===== src/rtl/ram_arbiter_if.sv =====
// Bundle of requester-side and RAM-side signals around the shared RAM port.
// slave = arbiter view, master = the surrounding requesters plus RAM model.
interface ram_arbiter_if #(
   parameter int ADDR_W = 32,
   parameter int DATA_W = 32
);
   logic [1:0]             rq_ren;
   logic [1:0]             rq_wen;
   logic [1:0][ADDR_W-1:0] rq_addr;
   logic [1:0][DATA_W-1:0] rq_store;
   logic [1:0]             rq_wait;
   logic [DATA_W-1:0]      rq_load;
   logic [1:0]             grant;
   logic                   ram_ren;
   logic                   ram_wen;
   logic [ADDR_W-1:0]      ram_addr;
   logic [DATA_W-1:0]      ram_store;
   logic [DATA_W-1:0]      ram_load;
   logic                   ram_ready;

   modport slave (
      input  rq_ren, rq_wen, rq_addr, rq_store, ram_load, ram_ready,
      output rq_wait, rq_load, grant, ram_ren, ram_wen, ram_addr, ram_store
   );

   modport master (
      output rq_ren, rq_wen, rq_addr, rq_store, ram_load, ram_ready,
      input  rq_wait, rq_load, grant, ram_ren, ram_wen, ram_addr, ram_store
   );
endinterface


===== src/rtl/ram_arbiter.sv =====
// Two-requester round-robin RAM port arbiter with a burst lock of up to BURST_LEN words.
// Every grant is preceded by one IDLE cycle; rr_ptr moves only when a grant is released.
module ram_arbiter #(
   parameter int ADDR_W    = 32,
   parameter int DATA_W    = 32,
   parameter int BURST_LEN = 2
) (
   input  logic          clk,
   input  logic          rst,
   ram_arbiter_if.slave  arb_io
);
   localparam int CNT_W = $clog2(BURST_LEN) + 1;
   localparam logic [CNT_W-1:0] LAST_WORD = CNT_W'(BURST_LEN - 1);

   typedef enum logic {IDLE, SERVE} state_e;

   state_e           state_q, state_d;
   logic [1:0]       grant_q, grant_d;
   logic             rr_ptr_q, rr_ptr_d;
   logic [CNT_W-1:0] word_cnt_q, word_cnt_d;

   logic [1:0] req;
   logic       owner_idx;
   logic       owner_req;
   logic       release_now;

   genvar gi;
   generate
      for (gi = 0; gi < 2; gi++) begin : g_req
         assign req[gi] = arb_io.rq_ren[gi] | arb_io.rq_wen[gi];
      end
   endgenerate

   // grant_q is one-hot, so bit 1 alone identifies the owner.
   assign owner_idx   = grant_q[1];
   assign owner_req   = req[owner_idx];
   assign release_now = !owner_req || (arb_io.ram_ready && (word_cnt_q == LAST_WORD));

   always_ff @(posedge clk or posedge rst) begin
      if (rst) begin
         state_q    <= IDLE;
         grant_q    <= 2'b00;
         rr_ptr_q   <= 1'b0;
         word_cnt_q <= '0;
      end else begin
         state_q    <= state_d;
         grant_q    <= grant_d;
         rr_ptr_q   <= rr_ptr_d;
         word_cnt_q <= word_cnt_d;
      end
   end

   always_comb begin
      state_d    = state_q;
      grant_d    = grant_q;
      rr_ptr_d   = rr_ptr_q;
      word_cnt_d = word_cnt_q;
      unique case (state_q)
         IDLE: begin
            if (|req) begin
               state_d    = SERVE;
               word_cnt_d = '0;
               if (&req) grant_d = rr_ptr_q ? 2'b10 : 2'b01;
               else      grant_d = req;
            end
         end
         SERVE: begin
            // An abort drops the grant without counting a word, even if ram_ready is high.
            if (release_now) begin
               state_d    = IDLE;
               grant_d    = 2'b00;
               rr_ptr_d   = ~owner_idx;
               word_cnt_d = '0;
            end else if (arb_io.ram_ready) begin
               word_cnt_d = word_cnt_q + CNT_W'(1);
            end
         end
         default: begin
            state_d = IDLE;
            grant_d = 2'b00;
         end
      endcase
   end

   always_comb begin
      arb_io.ram_ren   = 1'b0;
      arb_io.ram_wen   = 1'b0;
      arb_io.ram_addr  = '0;
      arb_io.ram_store = '0;
      if (state_q == SERVE) begin
         arb_io.ram_addr  = arb_io.rq_addr[owner_idx];
         arb_io.ram_store = arb_io.rq_store[owner_idx];
         if (owner_req) begin
            arb_io.ram_wen = arb_io.rq_wen[owner_idx];
            arb_io.ram_ren = arb_io.rq_ren[owner_idx] & ~arb_io.rq_wen[owner_idx];
         end
      end
   end

   generate
      for (gi = 0; gi < 2; gi++) begin : g_wait
         assign arb_io.rq_wait[gi] = !((state_q == SERVE) && grant_q[gi] &&
                                       req[gi] && arb_io.ram_ready);
      end
   endgenerate

   assign arb_io.rq_load = arb_io.ram_load;
   assign arb_io.grant   = grant_q;

   a_grant_onehot0: assert property (@(posedge clk) disable iff (rst) $onehot0(grant_q));
   a_grant_state:   assert property (@(posedge clk) disable iff (rst)
                                     (state_q == IDLE) == (grant_q == 2'b00));
endmodule

===== src/flat_wrapper.sv =====
// flat-port wrapper written by rule: the top's interface ports become plain ports
module ram_arbiter_flat 
#(
   parameter int ADDR_W    = 32,
   parameter int DATA_W    = 32,
   parameter int BURST_LEN = 2
)
  (clk, rst, arb_io_rq_ren, arb_io_rq_wen, arb_io_rq_addr, arb_io_rq_store, arb_io_ram_load, arb_io_ram_ready, arb_io_rq_wait, arb_io_rq_load, arb_io_grant, arb_io_ram_ren, arb_io_ram_wen, arb_io_ram_addr, arb_io_ram_store);
  ram_arbiter_if #(.ADDR_W(ADDR_W), .DATA_W(DATA_W)) arb_io_i ();
  input  logic clk;
  input  logic rst;
  input wire logic [$bits(arb_io_i.rq_ren)-1:0] arb_io_rq_ren;
  input wire logic [$bits(arb_io_i.rq_wen)-1:0] arb_io_rq_wen;
  input wire logic [$bits(arb_io_i.rq_addr)-1:0] arb_io_rq_addr;
  input wire logic [$bits(arb_io_i.rq_store)-1:0] arb_io_rq_store;
  input wire logic [$bits(arb_io_i.ram_load)-1:0] arb_io_ram_load;
  input wire logic [$bits(arb_io_i.ram_ready)-1:0] arb_io_ram_ready;
  output wire logic [$bits(arb_io_i.rq_wait)-1:0] arb_io_rq_wait;
  output wire logic [$bits(arb_io_i.rq_load)-1:0] arb_io_rq_load;
  output wire logic [$bits(arb_io_i.grant)-1:0] arb_io_grant;
  output wire logic [$bits(arb_io_i.ram_ren)-1:0] arb_io_ram_ren;
  output wire logic [$bits(arb_io_i.ram_wen)-1:0] arb_io_ram_wen;
  output wire logic [$bits(arb_io_i.ram_addr)-1:0] arb_io_ram_addr;
  output wire logic [$bits(arb_io_i.ram_store)-1:0] arb_io_ram_store;
  assign arb_io_i.rq_ren = arb_io_rq_ren;
  assign arb_io_i.rq_wen = arb_io_rq_wen;
  assign arb_io_i.rq_addr = arb_io_rq_addr;
  assign arb_io_i.rq_store = arb_io_rq_store;
  assign arb_io_i.ram_load = arb_io_ram_load;
  assign arb_io_i.ram_ready = arb_io_ram_ready;
  assign arb_io_rq_wait = arb_io_i.rq_wait;
  assign arb_io_rq_load = arb_io_i.rq_load;
  assign arb_io_grant = arb_io_i.grant;
  assign arb_io_ram_ren = arb_io_i.ram_ren;
  assign arb_io_ram_wen = arb_io_i.ram_wen;
  assign arb_io_ram_addr = arb_io_i.ram_addr;
  assign arb_io_ram_store = arb_io_i.ram_store;
  ram_arbiter #(.ADDR_W(ADDR_W), .DATA_W(DATA_W), .BURST_LEN(BURST_LEN)) u_core (.clk(clk), .rst(rst), .arb_io(arb_io_i));
endmodule

===== config.mk =====
export PLATFORM = sky130hd
export DESIGN_NAME = ram_arbiter_flat
export DESIGN_NICKNAME = d
export VERILOG_FILES = /design/src/rtl/ram_arbiter_if.sv /design/src/rtl/ram_arbiter.sv /design/src/flat_wrapper.sv
export SDC_FILE = /design/constraint.sdc
export NUM_CORES = 1
export LEC_CHECK = 0
export BUFFER_PORTS_ARGS = -buffer_cell sky130_fd_sc_hd__buf_2
export CORE_AREA = 2 2 104 106
export DETAILED_ROUTE_END_ITERATION = 8
export DIE_AREA = 0 0 106 108
export PLACE_DENSITY = 0.51
export SLEW_MARGIN = 25
export SYNTH_ARGS = -nofsm -noshare
export SYNTH_HDL_FRONTEND = slang
export SYNTH_SLANG_ARGS = --single-unit

===== constraint.sdc =====
create_clock -name clk -period 1.9 [get_ports clk]
set_input_delay 0 -clock clk [delete_from_list [all_inputs] [get_ports clk]]
set_output_delay 0 -clock clk [all_outputs]
set_load 0.05 [all_outputs]

* After elaboration in Yosys (flattened, before gate mapping)
Index checks and enable logic that the tools add are counted.
** Storage, ports and cells
- Output and inout bits :: 102
- Memories kept :: 0
- Bits in read-only memories :: 0
- Bits in latches :: 0
- Bits in writable memories :: 0
- Flip-flop bits (word level) :: 6
** Operators by class
- Reductions and logical operators :: 16
- Add/sub/neg operators :: 1
- Bitwise operators :: 6
- Mux-type cells :: 28
- Div/mod/pow operators :: 0
- Equality and inequality tests :: 4
- Shift-type cells :: 0
- Magnitude comparators :: 1
- Multipliers :: 0
** Operators by type and width (number)
- $mux W32 :: 6
- $mux W2 :: 7
- $mux W1 :: 12
- $pmux W2 S2 :: 2
- $reduce_and A2 Y1 :: 4
- $logic_and A1 B1 Y1 :: 7
- $logic_not A1 Y1 :: 3
- $ne A3 B3 Y1 const B :: 1
- $not A1 Y1 :: 3
- $add A2 B1 Y2 const B :: 1
- $eq A2 B1 Y1 const B :: 1
- $lt A1 B2 Y1 const B :: 1
- $ne A2 B1 Y1 const B :: 1
- $ne A2 B2 Y1 const B :: 1
- $or A1 B1 Y1 :: 2
- $pmux W1 S2 :: 1
- $reduce_or A2 Y1 :: 1
- $and A1 B1 Y1 :: 1
- $logic_or A1 B1 Y1 :: 1

* Longest topological paths before layout
- Depth in word-level cells :: 7
- Gate-level depth with buffers :: 5
- Gate-level depth less buffers :: 5

* Worst setup path after synthesis
Ideal clock, no wire load.
- Path type :: register -> output
- Start point :: reg u_core.grant_q[1] (netlist: u_core.arb_io.grant[1])
- End point :: out arb_io_ram_addr[0]
- Path buffers :: 2
- Data required time :: 1.900 ns
- Stages on the path, launching flop included :: 5
- Arrival time :: 1.954 ns
- Slack :: -0.054 ns
- Cells stage by stage :: dfrtp_1 > clkbuf_1 > buf_2 > mux2i_1 > nor2b_1
** Between the ends
- Cells in the longest elaborated chain, start to end :: 3
** RTL lines
- start: declaration :: RTL line ram_arbiter.sv:18 : logic [1:0] grant_q, grant_d;
- start signal: assignment :: RTL line ram_arbiter.sv:47 : grant_q <= grant_d;
- $mux W32 (implied by the code) (2 in series) :: RTL line ram_arbiter.sv:91 : arb_io.ram_addr = arb_io.rq_addr[owner_idx];
- $mux W32 :: RTL line ram_arbiter.sv:90 : if (state_q == SERVE) begin
- end: declaration :: RTL line flat_wrapper.sv:23 : output wire logic [$bits(arb_io_i.ram_addr)-1:0] arb_io_ram_addr;
No other way between the ends. The select of a mux whose other input is x is not followed.

* Worst setup path after layout
- Start point :: reg u_core.grant_q[1] (netlist: u_core.arb_io.grant[1])
- End point :: out arb_io_ram_addr[13]
The elaborated chain is that of the path after synthesis.

==> summary.md <==
| Metric | Value |
|---|---|
| Area Growth Syn to Fin | 65.3% |
| # DRC | 0 |
| Crit path largest cell delay | 0.45 ns |
| Crit path required time | approximately 1.9 ns |
| Slew margin rel. | 0.646 |
| Final #Nets | ~560 |
| Final instance area | around 0.003 sq mm |
| Final setup TNS | 0 ns |
| Max VDD drop | approximately 0.66 mV |
| Die Y | about 110 microns |
| Fin crit period | around 1.5 ns |
| PD cells | ~1800 mW/mm^2 |
| RSZ-0062 raised after global routing | no |
| Synth top area share | 0.365 |
| Crit share post-route | 0.802 |
| Crit path launch type | register |
| CP Buf/Inv Count | 2 |
| Top cells by count, synth | nor2b_1 (66), mux2i_1 (65), buf_4 (32) |
| Worst Hold Class | input port to output port |
| Netlist cell types | 30 |
| Critical path class | register to output port |
| Clk_skew | around 0.00042 ns |
| GP Congestion | ~0.9 |
| Cell taking the most area after synthesis | mux2i_1 |
| # diodes | 0 |
| Synthesized Nets | about 400 |
| H-Tree Depth | 1 |
| Internal reg-to-reg setup slack | about 0.5 ns |
| Max Slew Vio Count | 0 |
| Final ANT Viol Nets | 0 |
| Worst r2r path cells | 4 |
| Crit. End Element | output port |
| Min-Delay Path Depth | 0 |
| Mapped Cells | about 230 |
| Final setup viols | 0 |
| Most frequent cell after synthesis | nor2b_1 |
| Synth top area cells | mux2i_1 (37%), nor2b_1 (23%), buf_4 (13%), dfrtp_1 (8.4%), buf_2 (2.0%) |
| Slowest CP cell | dfrtp_4 |
| Yosys reg bits | 6 |
| Status | completed |
| CTS root buffer | clkbuf_8 |
| CTS buffer count | 3 |
| R2r endpoint | u_core.arb_io.grant[0] |
| Fillers | between 1k and 1.5k |
| Top-Level Pins | about 270 |
| End of the worst hold path | arb_io_rq_load[24] |
| WL final | around 6300 microns |
| Starting Density | 0.174 |
| Full die area | between 0.01 and 0.015 sq mm |
| Yosys warns | 0 |
| CTS sink cnt | 6 |
| Mapped Avg Cell Area | around 8 sq um |
| Hold_sp | arb_io_ram_load[24] |
| Row count | 37 |
| DP Wirelength | ~5400 microns |
| Worst slew pin tran | around 0.52 ns |
| Pre-antenna DRT Iters | 4 |
| Port Buffers | just over 200 |
| Crit path max fanout | 37 |
| DRT iter0 DRCs | between 40 and 50 |
| Core footprint | 0.0102 sq mm |
| Lkg Pwr | ~1.6 nW |
| Overall routing resource usage | 0.0968 |
| Worst skew pair latency | roughly 0.22 ns |
| Mapped Area | between 0.0015 and 0.002 sq mm |
| Register area share after synthesis | 0.0843 |
| Die W | around 110 microns |
| Main synth FF type | dfrtp_1 |
| Reg-to-reg startpoint | u_core.word_cnt_q[0] |
| Vias | 2174 |
| Delay-heaviest family, CP | buffers and inverters |
| Layout cells sized above 1 | 0.718 |
| Post-CTS Hold Buffers | 1 |
| GR Overflow Total | 0 |
| Gates resized, CTS repair | 0 |
| Clock Tree Buf Depth | 2 |
| Fmax | 0.656 GHz |
| Vias in the first global route | 2055 |
| Post-synth ARST share | 1.00 |
| Largest net degree at the start of global routing | 38 |
| CTS tree | done |
| Global-route wire length before repair | between 9000 and 10000 microns |
| CP Cell Sequence | buf_12 -> mux2i_1 -> nor2b_2 -> buf_2 |
| Final Hold Fails | 0 |
| Max-cap viol count | 0 |
| Initial antenna violation count | 0 |
| Routed len/inst | between 10 and 15 microns |
| Post-DP Area | just under 0.003 sq mm |
| Critical Path AT | ~1.5 ns |
| Vias per cell | just over 4 |
| Post-CTS setup buffer count | 0 |
| EDFF count, synth | 0 |
| Reg clk slew, reported paths | approximately 0.04 ns |
[cells by family (layout without fill, tap and decap cells)]
group / count (synthesis) / after routing / synth area share
compound gates: 18 / 18 / 0.0759
fa+ha+maj: 1 / 1 / 0.00703
buf+inv: 52 / 217 / 0.182
flops: 6 / 6 / 0.0843
mux: 65 / 65 / 0.365
simple gates: 86 / 86 / 0.285
[metal layers]
layer / vias up / part of all wire / GRT usage
met5: - / 0 / 0
met4: 0 / 0.024 / 0.0320
met3: 20 / 0.097 / 0.0271
met2: 120 / 0.50 / 0.171
met1: 966 / 0.38 / 0.114
li1: 1068 / - / -
[layout make-up]
cell class                 count  area, sq um  area share
multi-input combinational    170         1470       0.500
timing repair buffer         209         1090       0.369
tap                          136          170      0.0578
sequential                     6          155      0.0527
clock buffer                   4         45.0      0.0153
inverter                       4         15.0     0.00510
[flip-flops by register name (all words and copies together) (netlist names)]
name                 flops
u_core.word_cnt_q        2
u_core.arb_io.grant      2
u_core.state_q           1
u_core.rr_ptr_q          1
[how the worst max path moves through the flow]
stage / slack, ns / endpoint / cells past startpoint / start
global route: 0.25 / arb_io_ram_addr[9] / 3 / u_core.state_q
detailed placement: 0.51 / u_core.arb_io.grant[0] / 4 / u_core.word_cnt_q[0]
floorplan: 0.19 / arb_io_ram_addr[0] / 4 / u_core.arb_io.grant[1]
finish: 0.38 / arb_io_ram_addr[13] / 4 / u_core.arb_io.grant[1]
CTS: 0.34 / arb_io_ram_ren / 5 / u_core.arb_io.grant[1]
global placement: 0.54 / u_core.arb_io.grant[0] / 4 / u_core.word_cnt_q[0]
[metrics by stage]
| stage | instances | setup slack, ns | hold WS, ns | utilization | power [mW] |
|---|---|---|---|---|---|
| 2_1_floorplan | 228 | 0.186 | -0.209 | - | 4.36 |
| 3_3_place_gp | 524 | 0.536 | -0.0755 | 0.282 | 5.12 |
| 3_5_place_dp | 524 | 0.512 | -0.0684 | 0.282 | 5.16 |
| 4_1_cts | 529 | 0.344 | 0.000341 | 0.288 | 5.37 |
| 5_1_grt | 529 | 0.253 | 0.0000718 | 0.288 | 5.60 |
| 6_report | 529 | 0.377 | 0.0000140 | 0.288 | 5.31 |
[worst reg2reg max path, cell delays in order, from the launching register on]
cell,delay (ns)
dfrtp_1,0.39
ha_1,0.25
and2_1,0.20
o32a_1,0.33
o221ai_1,0.16
[cell usage in the layout (no fill, tap or decap), drive strengths merged]
cell         instances
a21o                 1
a21oi                3
a22o                 2
a31oi                1
a32oi                2
and2                 1
buf                208
clkbuf               4
dfrtp                6
dlygate4sd3          1
ha                   1
inv                  4
mux2i               65
nand2                5
nand2b               1
nand3                1
nand3b               1
nor2                 7
nor2b               66
nor3                 1
o21a                 1
o21ai                2
o21bai               1
o221ai               1
o2bb2ai              2
o32a                 1
o32ai                1
or2                  2
or4                  1
[power by group]
| group | internal [mW] | switching (mW) |
|---|---|---|
| Clock | 0.144 | 0.0546 |
| Sequential | 0.190 | 0.0845 |
| Combinational | 1.53 | 3.30 |
(Power assumes the default switching activity.)
